## config.mk

```make
export PLATFORM = sky130hd
export DESIGN_NAME = sram_port_arbiter
export DESIGN_NICKNAME = d
export VERILOG_FILES = /design/src/rtl/sram_port_arbiter_pkg.sv /design/src/rtl/sram_port_arbiter_arb_id_fifo.sv /design/src/rtl/sram_port_arbiter.sv
export SDC_FILE = /design/constraint.sdc
export NUM_CORES = 1
export LEC_CHECK = 0
export CORE_AREA = 2 2 124 126
export DETAILED_ROUTE_END_ITERATION = 10
export DIE_AREA = 0 0 126 128
export PLACE_DENSITY = 0.63
export SYNTH_ARGS = -nofsm -noshare
export SYNTH_HDL_FRONTEND = slang
export SYNTH_HIERARCHICAL = 1
export SYNTH_SLANG_ARGS = --single-unit
```

## constraint.sdc

```tcl
create_clock -name clk -period 2.27 [get_ports clk]
set_input_delay 0.454 -clock clk [delete_from_list [all_inputs] [get_ports clk]]
set_output_delay 0.454 -clock clk [all_outputs]
set_load 0.01 [all_outputs]
```

## src/rtl/sram_port_arbiter_pkg.sv

```systemverilog
// Shared types and constants for the SRAM port arbiter.
// The owner id type is one bit wide: inst side is 0, data side is 1.
package sram_port_arbiter_pkg;

    typedef enum logic {
        ARB_INST = 1'b0,
        ARB_DATA = 1'b1
    } arb_id_t;

    typedef enum logic {
        LOCK_IDLE = 1'b0,
        LOCK_HELD = 1'b1
    } lock_state_t;

    typedef struct packed {
        logic        wr;
        logic [1:0]  size;
        logic [3:0]  wstrb;
        logic [31:0] addr;
        logic [31:0] wdata;
    } sram_req_t;

    localparam int SRAM_ARB_OUTSTANDING_DEFAULT = 2;

    // The requester that is not the given one; used by round-robin selection.
    function automatic arb_id_t other_id(input arb_id_t id);
        return (id == ARB_INST) ? ARB_DATA : ARB_INST;
    endfunction

endpackage

```

## src/rtl/sram_port_arbiter_arb_id_fifo.sv

```systemverilog
// In-order FIFO of owner ids for transactions accepted downstream but not
// yet answered. Head is the owner of the next response to come back.
module arb_id_fifo
    import sram_port_arbiter_pkg::*;
#(
    parameter int  DEPTH = SRAM_ARB_OUTSTANDING_DEFAULT,
    localparam int CNT_W = $clog2(DEPTH + 1),
    localparam int PTR_W = (DEPTH > 1) ? $clog2(DEPTH) : 1
) (
    input  logic             clk,
    input  logic             resetn,
    input  logic             push,
    input  arb_id_t          push_id,
    input  logic             pop,
    output arb_id_t          head,
    output logic [CNT_W-1:0] cnt,
    output logic             full,
    output logic             empty
);

    arb_id_t          slots [DEPTH];
    logic [PTR_W-1:0] wr_ptr;
    logic [PTR_W-1:0] rd_ptr;
    logic             do_push;
    logic             do_pop;

    // Pointers wrap at DEPTH, which need not be a power of two.
    function automatic logic [PTR_W-1:0] next_ptr(input logic [PTR_W-1:0] p);
        return (p == PTR_W'(DEPTH - 1)) ? '0 : p + PTR_W'(1);
    endfunction

    // A pop on an empty FIFO is dropped; a push into a full FIFO only lands
    // when a pop frees the head slot in the same cycle.
    always_comb begin
        do_pop  = pop && !empty;
        do_push = push && (!full || do_pop);
    end

    // Write side: store the new owner at the tail.
    always_ff @(posedge clk or negedge resetn) begin
        if (!resetn) begin
            for (int i = 0; i < DEPTH; i++) begin
                slots[i] <= ARB_INST;
            end
            wr_ptr <= '0;
        end else if (do_push) begin
            slots[wr_ptr] <= push_id;
            wr_ptr        <= next_ptr(wr_ptr);
        end
    end

    // Read side: advance past the head once its response has been routed.
    always_ff @(posedge clk or negedge resetn) begin
        if (!resetn) begin
            rd_ptr <= '0;
        end else if (do_pop) begin
            rd_ptr <= next_ptr(rd_ptr);
        end
    end

    // Occupancy: simultaneous push and pop leave the count unchanged.
    always_ff @(posedge clk or negedge resetn) begin
        if (!resetn) begin
            cnt <= '0;
        end else begin
            case ({do_push, do_pop})
                2'b10:   cnt <= cnt + CNT_W'(1);
                2'b01:   cnt <= cnt - CNT_W'(1);
                default: cnt <= cnt;
            endcase
        end
    end

    // Status flags and head are read straight from the stored state.
    always_comb begin
        head  = slots[rd_ptr];
        full  = (cnt == CNT_W'(DEPTH));
        empty = (cnt == '0);
    end

endmodule

```

## src/rtl/sram_port_arbiter.sv

```systemverilog
// Shares one downstream SRAM-like port between the inst and data requesters
// and steers every response back to the requester that issued it.
// Optional feature: define SRAM_ARB_RR_EN to replace fixed data-over-inst
// priority by round-robin when both requesters are active and unlocked.
module sram_port_arbiter
    import sram_port_arbiter_pkg::*;
#(
    parameter int OUTSTANDING = SRAM_ARB_OUTSTANDING_DEFAULT
) (
    input  logic        clk,
    input  logic        resetn,

    input  logic        inst_req,
    input  logic        inst_wr,
    input  logic [1:0]  inst_size,
    input  logic [3:0]  inst_wstrb,
    input  logic [31:0] inst_addr,
    input  logic [31:0] inst_wdata,
    output logic        inst_addr_ok,
    output logic        inst_data_ok,
    output logic [31:0] inst_rdata,

    input  logic        data_req,
    input  logic        data_wr,
    input  logic [1:0]  data_size,
    input  logic [3:0]  data_wstrb,
    input  logic [31:0] data_addr,
    input  logic [31:0] data_wdata,
    output logic        data_addr_ok,
    output logic        data_data_ok,
    output logic [31:0] data_rdata,

    output logic        m_req,
    output logic        m_wr,
    output logic [1:0]  m_size,
    output logic [3:0]  m_wstrb,
    output logic [31:0] m_addr,
    output logic [31:0] m_wdata,
    input  logic        m_addr_ok,
    input  logic        m_data_ok,
    input  logic [31:0] m_rdata
);

    localparam int CNT_W = $clog2(OUTSTANDING + 1);

    sram_req_t        inst_fields;
    sram_req_t        data_fields;
    sram_req_t        m_fields;
    arb_id_t          grant_id;
    arb_id_t          lock_id;
    arb_id_t          head_id;
    lock_state_t      lock_state;
    logic             lock;
    logic             grant_req;
    logic             accept;
    logic             pop;
    logic             fifo_full;
    logic             fifo_empty;
    logic [CNT_W-1:0] fifo_cnt;

`ifdef SRAM_ARB_RR_EN
    arb_id_t          rr_last;
`endif

    // Bundle each requester's command so the port mux is a single select.
    always_comb begin
        inst_fields = '{wr: inst_wr, size: inst_size, wstrb: inst_wstrb,
                        addr: inst_addr, wdata: inst_wdata};
        data_fields = '{wr: data_wr, size: data_size, wstrb: data_wstrb,
                        addr: data_addr, wdata: data_wdata};
    end

    // Pick the requester that owns the port this cycle; a pending lock
    // overrides any priority decision so a stalled command is never swapped.
    always_comb begin
        lock     = (lock_state == LOCK_HELD);
        grant_id = ARB_INST;
        if (lock) begin
            grant_id = lock_id;
        end else begin
`ifdef SRAM_ARB_RR_EN
            if (inst_req && data_req) begin
                grant_id = other_id(rr_last);
            end else if (data_req) begin
                grant_id = ARB_DATA;
            end
`else
            if (data_req) begin
                grant_id = ARB_DATA;
            end
`endif
        end
        grant_req = (grant_id == ARB_DATA) ? data_req : inst_req;
    end

    // Drive the downstream port; nothing is offered while reset is held or
    // while every outstanding slot is in use, even if a response pops now.
    always_comb begin
        m_req    = resetn && grant_req && !fifo_full;
        m_fields = '0;
        if (resetn) begin
            m_fields = (grant_id == ARB_DATA) ? data_fields : inst_fields;
        end
        m_wr    = m_fields.wr;
        m_size  = m_fields.size;
        m_wstrb = m_fields.wstrb;
        m_addr  = m_fields.addr;
        m_wdata = m_fields.wdata;
    end

    // Acceptance and response routing, both without added latency.
    always_comb begin
        accept       = m_req && m_addr_ok;
        inst_addr_ok = accept && (grant_id == ARB_INST);
        data_addr_ok = accept && (grant_id == ARB_DATA);
        pop          = resetn && m_data_ok && !fifo_empty;
        inst_data_ok = pop && (head_id == ARB_INST);
        data_data_ok = pop && (head_id == ARB_DATA);
        inst_rdata   = m_rdata;
        data_rdata   = m_rdata;
    end

    // Lock FSM: a request that is offered but not accepted pins the port to
    // that requester until the downstream side takes it.
    always_ff @(posedge clk or negedge resetn) begin
        if (!resetn) begin
            lock_state <= LOCK_IDLE;
            lock_id    <= ARB_INST;
        end else begin
            case (lock_state)
                LOCK_IDLE: begin
                    if (m_req && !m_addr_ok) begin
                        lock_state <= LOCK_HELD;
                        lock_id    <= grant_id;
                    end
                end
                LOCK_HELD: begin
                    if (m_req && m_addr_ok) begin
                        lock_state <= LOCK_IDLE;
                    end
                end
                default: begin
                    lock_state <= LOCK_IDLE;
                end
            endcase
        end
    end

`ifdef SRAM_ARB_RR_EN
    // Remember who was served last so the other side wins the next tie.
    always_ff @(posedge clk or negedge resetn) begin
        if (!resetn) begin
            rr_last <= ARB_INST;
        end else if (accept) begin
            rr_last <= grant_id;
        end
    end
`endif

    arb_id_fifo #(
        .DEPTH (OUTSTANDING)
    ) u_owner_fifo (
        .clk     (clk),
        .resetn  (resetn),
        .push    (accept),
        .push_id (grant_id),
        .pop     (pop),
        .head    (head_id),
        .cnt     (fifo_cnt),
        .full    (fifo_full),
        .empty   (fifo_empty)
    );

`ifndef SYNTHESIS
    // Report a response that arrives while nothing is outstanding; it is
    // dropped without touching any state.
    always_ff @(posedge clk) begin
        if (resetn && m_data_ok) begin
            spurious_data_ok: assert (fifo_cnt != '0)
                else $warning("sram_port_arbiter: m_data_ok with no outstanding transaction ignored");
        end
    end

    // The owner FIFO must never be asked to grow past its depth.
    always_ff @(posedge clk) begin
        if (resetn && accept) begin
            no_overflow: assert (!fifo_full)
                else $error("sram_port_arbiter: acceptance with owner FIFO full");
        end
    end
`endif

endmodule
```

# Yosys cells after proc, flatten, opt, wreduce, memory -nomap -nowiden
# Cells that the tools add are included.
dict set report classes {
  n_addsub 4
  n_eq_ne 3
  mux 17
  bitwise_logic 5
  order_cmp 3
  reduce_logical 20
}
# cell count
set op_table {}
lappend op_table {{$mux 71} 2}
lappend op_table {{$logic_and 1x1->1} 13}
lappend op_table {{$mux 1} 11}
lappend op_table {{$eq 2x2->1 const B} 2}
lappend op_table {{$ge 2x2->1 const B} 2}
lappend op_table {{$not 1->2} 2}
lappend op_table {{$pmux 2 s2} 1}
lappend op_table {{$logic_not 1->1} 3}
lappend op_table {{$not 1->1} 3}
lappend op_table {{$add 1x1->1 const B} 2}
lappend op_table {{$add 2x1->2 const B} 1}
lappend op_table {{$bwmux 2} 1}
lappend op_table {{$eq 2x1->1 const B} 1}
lappend op_table {{$logic_not 2->1} 1}
lappend op_table {{$lt 2x1->1 const B} 1}
lappend op_table {{$pmux 1 s2} 1}
lappend op_table {{$reduce_and 2->1} 1}
lappend op_table {{$reduce_bool 2->1} 1}
lappend op_table {{$sub 2x1->2 const B} 1}
lappend op_table {{$demux 1 s1} 1}
lappend op_table {{$logic_or 1x1->1} 1}
dict set report word_totals {
  ff_bits 8
}

# Longest topological paths before layout
# Gate-level depths: netlist of the first run.
dict set report logic_depth {
  ltp_word 9
  mapped_depth 8
}

# Hierarchy
# Netlist of the first run, hierarchy kept.
# mod seq_area_each_um2 cells_per_inst area_per_inst_um2 instances
set by_module_without_submodules {}
lappend by_module_without_submodules {sram_port_arbiter 50.0 326 1869.3 1}
lappend by_module_without_submodules {arb_id_fifo 150.1 29 314.1 1}

# Least setup slack after synthesis of the first run
# No wires, ideal clock.
dict set report synth_timing {
  path_kind {input -> output}
  from {in data_req}
  to {out inst_addr_ok}
  required_time_ns 1.816
  cell_stages 5
  n_path_buf 2
  arrival_time_ns 1.457
  setup_slack_ns 0.359
  cell_sequence {clkbuf_1 mux2i_4 inv_4 buf_4 nor3_1}
}
dict set report synth_via {
  elab_chain_cells 7
}
# element line_no
set synth_rtl {}
lappend synth_rtl {{start, declared} sram_port_arbiter.sv:23} ;# input logic data_req,
lappend synth_rtl {{$mux 1 (*)} sram_port_arbiter.sv:88} ;# if (data_req) begin
lappend synth_rtl {{$mux 1 (*)} sram_port_arbiter.sv:78} ;# if (lock) begin
lappend synth_rtl {{named net grant_id} sram_port_arbiter.sv:49} ;# arb_id_t grant_id;
lappend synth_rtl {{$mux 1} sram_port_arbiter.sv:93} ;# grant_req = (grant_id == ARB_DATA) ? data_req : inst_req;
lappend synth_rtl {{$logic_and 1x1->1 (2 in a row)} sram_port_arbiter.sv:99} ;# m_req = resetn && grant_req && !fifo_full;
lappend synth_rtl {{$logic_and 1x1->1} sram_port_arbiter.sv:113} ;# accept = m_req && m_addr_ok;
lappend synth_rtl {{$logic_and 1x1->1 (*)} sram_port_arbiter.sv:114} ;# inst_addr_ok = accept && (grant_id == ARB_INST);
lappend synth_rtl {{end, declared} sram_port_arbiter.sv:19} ;# output logic inst_addr_ok,
# The timed path passes the listed nets; every way through them passes the cells marked *.

==> results of run 1 <==
==> cell families after synthesis <==
logic type	after synthesis	share of synthesized area, %
and+or+nand+nor	169	31.3
buffers and inverters	90	28.2
AOI/OAI and AO/OA	80	27.0
DFF	8	9.17
muxes	6	3.50
xor gates and xnor gates	2	0.802
==> critical path: stages (launching register included) <==
cell	delay, ps
dfrtp_1	410
mux2i_4	210
buf_8	160
bufbuf_16	280
nor3_1	180
dlygate4sd2_1	300
==> repair_timing <==
item | CTS | global route
resized for setup | 178 | 82
buffers inserted | 4 | 0
endpoints found under the setup margin | 74 | 63
gates cloned | 2 | 0
==> worst max path at each step <==
stage                     startpoint      endpoint  slack, ps  cells after the start
after detailed placement    data_req    m_wstrb[3]       -590                      7
after global routing        data_req   m_wdata[24]        -30                      7
after global placement      data_req    m_wstrb[3]       -570                      7
after floorplan             data_req  inst_addr_ok        360                      5
final                       register  data_addr_ok         50                      5
after CTS                   register    m_addr[22]        0.1                      6
==> cells in the final DEF (no fill, tap or decap), types with 3 or more instances in the layout <==
cell type,synthesis,layout
dfrtp_1,8,8
nand2_1,147,147
nor2_1,7,7
clkdlybuf4s50_1,0,146
a21boi_1,69,66
clkbuf_16,0,3
buf_12,0,6
nand2b_1,4,4
a21oi_1,3,3
buf_6,0,3
dlygate4sd2_1,0,6
buf_4,71,30
nor3_1,4,4
clkbuf_2,0,37
a21boi_2,0,4
buf_2,7,28
==> metal layers <==
| metal | track usage (%) | part of all wire [%] | vias up |
|---|---|---|---|
| li1 | - | - | 1447 |
| met1 | 15.8 | 42 | 1216 |
| met2 | 21.3 | 46 | 207 |
| met3 | 4.42 | 11 | 10 |
| met4 | 1.81 | 0.62 | 0 |
| met5 | 0 | 0 | - |
==> where the power goes <==
part	leakage (nW)	switching (mW)	internal, mW
sequential	0.0961	0.0789	0.215
clock	0.0370	0.0700	0.227
combinational	1.85	1.26	1.38
total	1.98	1.41	1.82
==> area by class of cell <==
type / count / area [sq um] / area share [%]
Inverter: 3 / 23.8 / 0.555
Tap cell: 188 / 235 / 5.49
Timing Repair Buffer: 265 / 2370 / 55.3
Sequential cell: 8 / 200 / 4.67
Multi-Input combinational cell: 257 / 1380 / 32.3
Clock buffer: 3 / 75.1 / 1.75
==> stage by stage <==
step | hold WS, ps | worst slack [ps] | utilization [%] | cell area, sq um | power, mW
2_1_floorplan | 158 | 359 | - | 2180 | 1.61
3_3_place_gp | 443 | -571 | 29.4 | 4380 | 2.91
3_5_place_dp | 452 | -590 | 29.4 | 4380 | 2.90
4_1_cts | 203 | 0.108 | 30.6 | 4550 | 3.38
5_1_grt | 220 | -27.8 | 28.8 | 4290 | 3.53
6_report | 200 | 50.2 | 28.8 | 4290 | 3.23
==> metrics.cfg, run 1 <==
[die]
core_sq_um=14900
ioPinCount=320
die_y_um=128
rows=45
start_util_pct=14.7
die_w_um=126
die-area_sq_um=16100

[critical_path]
critical_path_class=register to output port
worst-r2r-cell-count=9
reg2reg_slack_ps=300
crit_required_ps=1820
cp-end-kind=output port
cp_max_fo=11
r2r_end=u_owner_fifo/slots[1]$_DFFE_PN0P_
cp-start-kind=register
arrival_ps=1770

[yosys]
synth_edf_count=0
synth-seq-area-share_pct=9.17
ys_top_cells_by_count=147 x nand2_1, 71 x buf_4, 69 x a21boi_1, 9 x clkbuf_1, 8 x dfrtp_1
syn_avg_cell_area_sq_um=6.15
yosysTopAreaCellShare_pct=25.3
syn_area_sq_um=2180
netlist_instances=355
synth_cell_types=30
ys_async_sr_fraction_pct=100
syn_nets=535
synth_seq_cells=8
yosys_warnings=6
synth_most_common_cell=nand2_1
synth-main-ff-cell=dfrtp_1
synth_area_leaders=nand2_1 25%, buf_4 24%, a21boi_1 24%
synth_top_area_cell=nand2_1

[cells_and_area]
areaGrowthSynthToFinish_pct=96.3
layout.cells.non_filler=724
fillers=1676
drive_gt1_share_pct=22.9
diodes=0
layout.nets=718

[outcome]
outcome=finished clean

[cts]
clk_pin_slew_ps=40
cts_buffer_depth=2
htreeDepth=1
clkLatencyLatePin_ps=230
clock_sinks=8
clock-root-buffer=clkbuf_16
cts_tree=done
numCtsBuffers=3
ctsHoldBuffers=0

[power]
ir_worst_vdd_v=0.000350
p_per_area_nw_per_um2=753
p_leak_nw=1.98

[placed_design]
port_buffers=223
hpwl_um=8600
dp_cells=715
gp_congestion=0.768

[drt]
routedWlPerCell_um=15.0
drtIter0Drc=127
routed_via_density=3.98
vias=2880
drt_pass1_iterations=4
ant_nets=0
drt_wl_total_um=10800
drc=0

[sta]
drv_slew=0
fmax_mhz=450
tightest_slew_ps=361
slew_headroom_pct=75.6
setup_violations=0
grt_setup_unrepaired=yes
period_share_pct=97.8
period_needed_ps=2220
finalHoldViolations=0
final.setup.tns_ps=0
finClkSkew_ps=2.40

[global_routing]
grt_pass1_vias=2876
gr-total-overflow=0
antenna_found_initial=0
grt_pass1_wl_um=16200
grtUsageTotal_pct=12.6
grt_max_degree=25

[job]
max_cap_viol_count=0

[min_path]
hold_class=input pin to asynchronous set/reset pin

(Power assumes the default switching activity.)
==> inputs of run 2 (changes only) <==
--- a/config.mk
+++ b/config.mk
@@ -5,10 +5,11 @@
 export SDC_FILE = /design/constraint.sdc
 export NUM_CORES = 1
 export LEC_CHECK = 0
-export CORE_AREA = 2 2 124 126
+export CORE_AREA = 2 2 123 125
 export DETAILED_ROUTE_END_ITERATION = 10
-export DIE_AREA = 0 0 126 128
-export PLACE_DENSITY = 0.63
+export DIE_AREA = 0 0 125 127
+export DONT_BUFFER_PORTS = 1
+export PLACE_DENSITY = 0.36
 export SYNTH_ARGS = -nofsm -noshare
 export SYNTH_HDL_FRONTEND = slang
 export SYNTH_HIERARCHICAL = 1
==> metrics.cfg, run 2 (synthesized netlist as in run 1, its figures left out) <==
[outcome]
outcome=finished clean

[die]
start_util_pct=15.1  ; +0.45 points
rows=44  ; -2.2%
die-area_sq_um=15900  ; -1.6%
core_sq_um=14400  ; -3.0%
die_y_um=127  ; -0.78%
die_w_um=125  ; -0.79%
ioPinCount=320  ; unchanged

[critical_path]
crit_required_ps=1820  ; about the same
arrival_ps=1750  ; -20 ps
cp_max_fo=37  ; +26
cp-end-kind=output port
cp-start-kind=register
critical_path_class=register to output port

[cts]
cts_buffer_depth=2  ; unchanged
numCtsBuffers=3  ; unchanged
clkLatencyLatePin_ps=230  ; about the same
cts_tree=done
clock_sinks=8  ; unchanged
htreeDepth=1  ; unchanged
clk_pin_slew_ps=40  ; about the same
clock-root-buffer=clkbuf_16

[power]
ir_worst_vdd_v=0.000411  ; +17%
clkPwrFrac_pct=12.2  ; +3.0 points
p_per_area_nw_per_um2=1130  ; +50%
fin_total_pwr_mw=2.42  ; -25%
p_leak_nw=0.894  ; -55%
switching_share_pct=52.7  ; +9.0 points
cellInternalPower_mw=1.15  ; -37%
p_comb_share_pct=75.0  ; -6.7 points
power.switching_mw=1.28  ; -9.5%
p_seq_share_pct=12.8  ; +3.7 points

[drt]
drc=0  ; unchanged
ant_nets=0  ; unchanged
drtIter0Drc=138  ; +8.7%
vias=2073  ; -28%
routedWlPerCell_um=18.7  ; +25%
drt_wl_total_um=8900  ; -18%
drt_pass1_iterations=4  ; unchanged
routed_via_density=4.36  ; +9.7%

[sta]
drv_slew=0  ; unchanged
period_share_pct=97.1  ; -0.70 points
finClkSkew_ps=1.86  ; -0.540 ps
period_needed_ps=2200  ; -15.8 ps
tightest_slew_ps=456  ; +94.7 ps
final.setup.tns_ps=0  ; unchanged
setup_violations=0  ; unchanged
fmax_mhz=454  ; +0.72%
slew_headroom_pct=69.5  ; -6.1 points
finalHoldViolations=0  ; unchanged

[cells_and_area]
final_common_cell=nand2_1
diodes=0  ; unchanged
areaGrowthSynthToFinish_pct=-1.66
final_core_util_pct=14.9  ; -14 points
layout.cells.non_filler=475  ; -34%
final_cell_mix=147 x nand2_1, 69 x a21boi_1, 13 x buf_4
fillers=1683  ; +0.42%
drive_gt1_share_pct=10.3  ; -13 points
layout.nets=473  ; -34%

[global_routing]
antenna_found_initial=0  ; unchanged
grt_pass1_vias=1804  ; -37%
grtUsageTotal_pct=8.12  ; -4.5 points
grt_pass1_wl_um=10400  ; -36%
gr-total-overflow=0  ; unchanged
grt_max_degree=77  ; +210%

[job]
max_cap_viol_count=0  ; unchanged

[placed_design]
hpwl_um=5930  ; -31%
gp_congestion=0.757  ; -1.4%
dp_cells=464  ; -35%
port_buffers=0  ; -100%

[min_path]
hold_class=input pin to register

## run 2: path summary, 6_finish.rpt
kind                                                       from                                end  slack (ps)  cells past startpoint
worst max-delay path                                   register                        m_wdata[17]          70                      6
worst min-delay path                                  m_addr_ok                           register         310                      1
worst max register to register  u_owner_fifo/cnt[1]$_DFFE_PN0P_    u_owner_fifo/cnt[1]$_DFFE_PN0P_         370                      8
worst min register to register  u_owner_fifo/rd_ptr$_DFFE_PN0P_    u_owner_fifo/rd_ptr$_DFFE_PN0P_         490                      1
max in group asynchronous                                resetn         asynchronous set/reset pin        1380                      1
min in group asynchronous                                resetn  u_owner_fifo/slots[0]$_DFFE_PN0P_         590                      1
## run 2: area by class of cell
cell class / count / area [sq um] / share of cell area [%]
tap: 184 / 230 / 10.7
inverter: 3 / 13.8 / 0.641
sequential: 8 / 201 / 9.38
timing repair buffer: 20 / 255 / 11.9
multi-input combinational: 257 / 1370 / 63.9
clock buffer: 3 / 75.1 / 3.50
## run 2: through the flow
step | hold slack [ps] | setup WS (ps) | area, sq um
6_report | 311 | 66.0 | 2150
5_1_grt | 323 | -1.97 | 2150
4_1_cts | 313 | 7.59 | 2020
3_5_place_dp | 160 | 243 | 1930
3_3_place_gp | 160 | 292 | 1930
2_1_floorplan | 158 | 359 | 2180
## run 2: power by group through the flow
stage / Sequential (mW) / Combinational [mW] / Clock (mW)
after floorplan: 0.286 / 1.33 / 0
after global placement: 0.307 / 1.44 / 0
after detailed placement: 0.304 / 1.47 / 0
after CTS: 0.307 / 1.48 / 0.299
after global routing: 0.321 / 2.00 / 0.308
final: 0.309 / 1.82 / 0.296
## run 2: critical path, stage by stage (launching register included)
cell and delay [ps]:
dfrtp_2 440, mux2i_4 200, buf_4 150, inv_4 100, clkbuf_16 260, nand2_1 80, a21boi_1 270
## run 2: timing repair
item | 4_1_cts | 5_1_grt
cloned | 0 | 4
hold buffers | 1 | 0
buffers inserted | 0 | 3
setup endpoints to repair | 1 | 21
gates resized for setup | 1 | 3
hold endpoints to repair | 8 | 0
## run 2: layer usage
layer  global-route usage, %  vias up  part of all wire [%]
met4                    1.37        0                  0.82
met5                       0        -                     0
met1                    8.63      953                    36
met3                    3.85        9                    11
met2                    14.9      161                    52
li1                        -      950                     -
==> inputs of run 3 (changes only) <==
--- a/config.mk
+++ b/config.mk
@@ -9,6 +9,7 @@
 export DETAILED_ROUTE_END_ITERATION = 10
 export DIE_AREA = 0 0 125 127
 export DONT_BUFFER_PORTS = 1
+export HOLD_SLACK_MARGIN = 0.06
 export PLACE_DENSITY = 0.36
 export SYNTH_ARGS = -nofsm -noshare
 export SYNTH_HDL_FRONTEND = slang
==> results of run 3 <==
The final DEF is identical to that of run 2; final timing and power are the same.
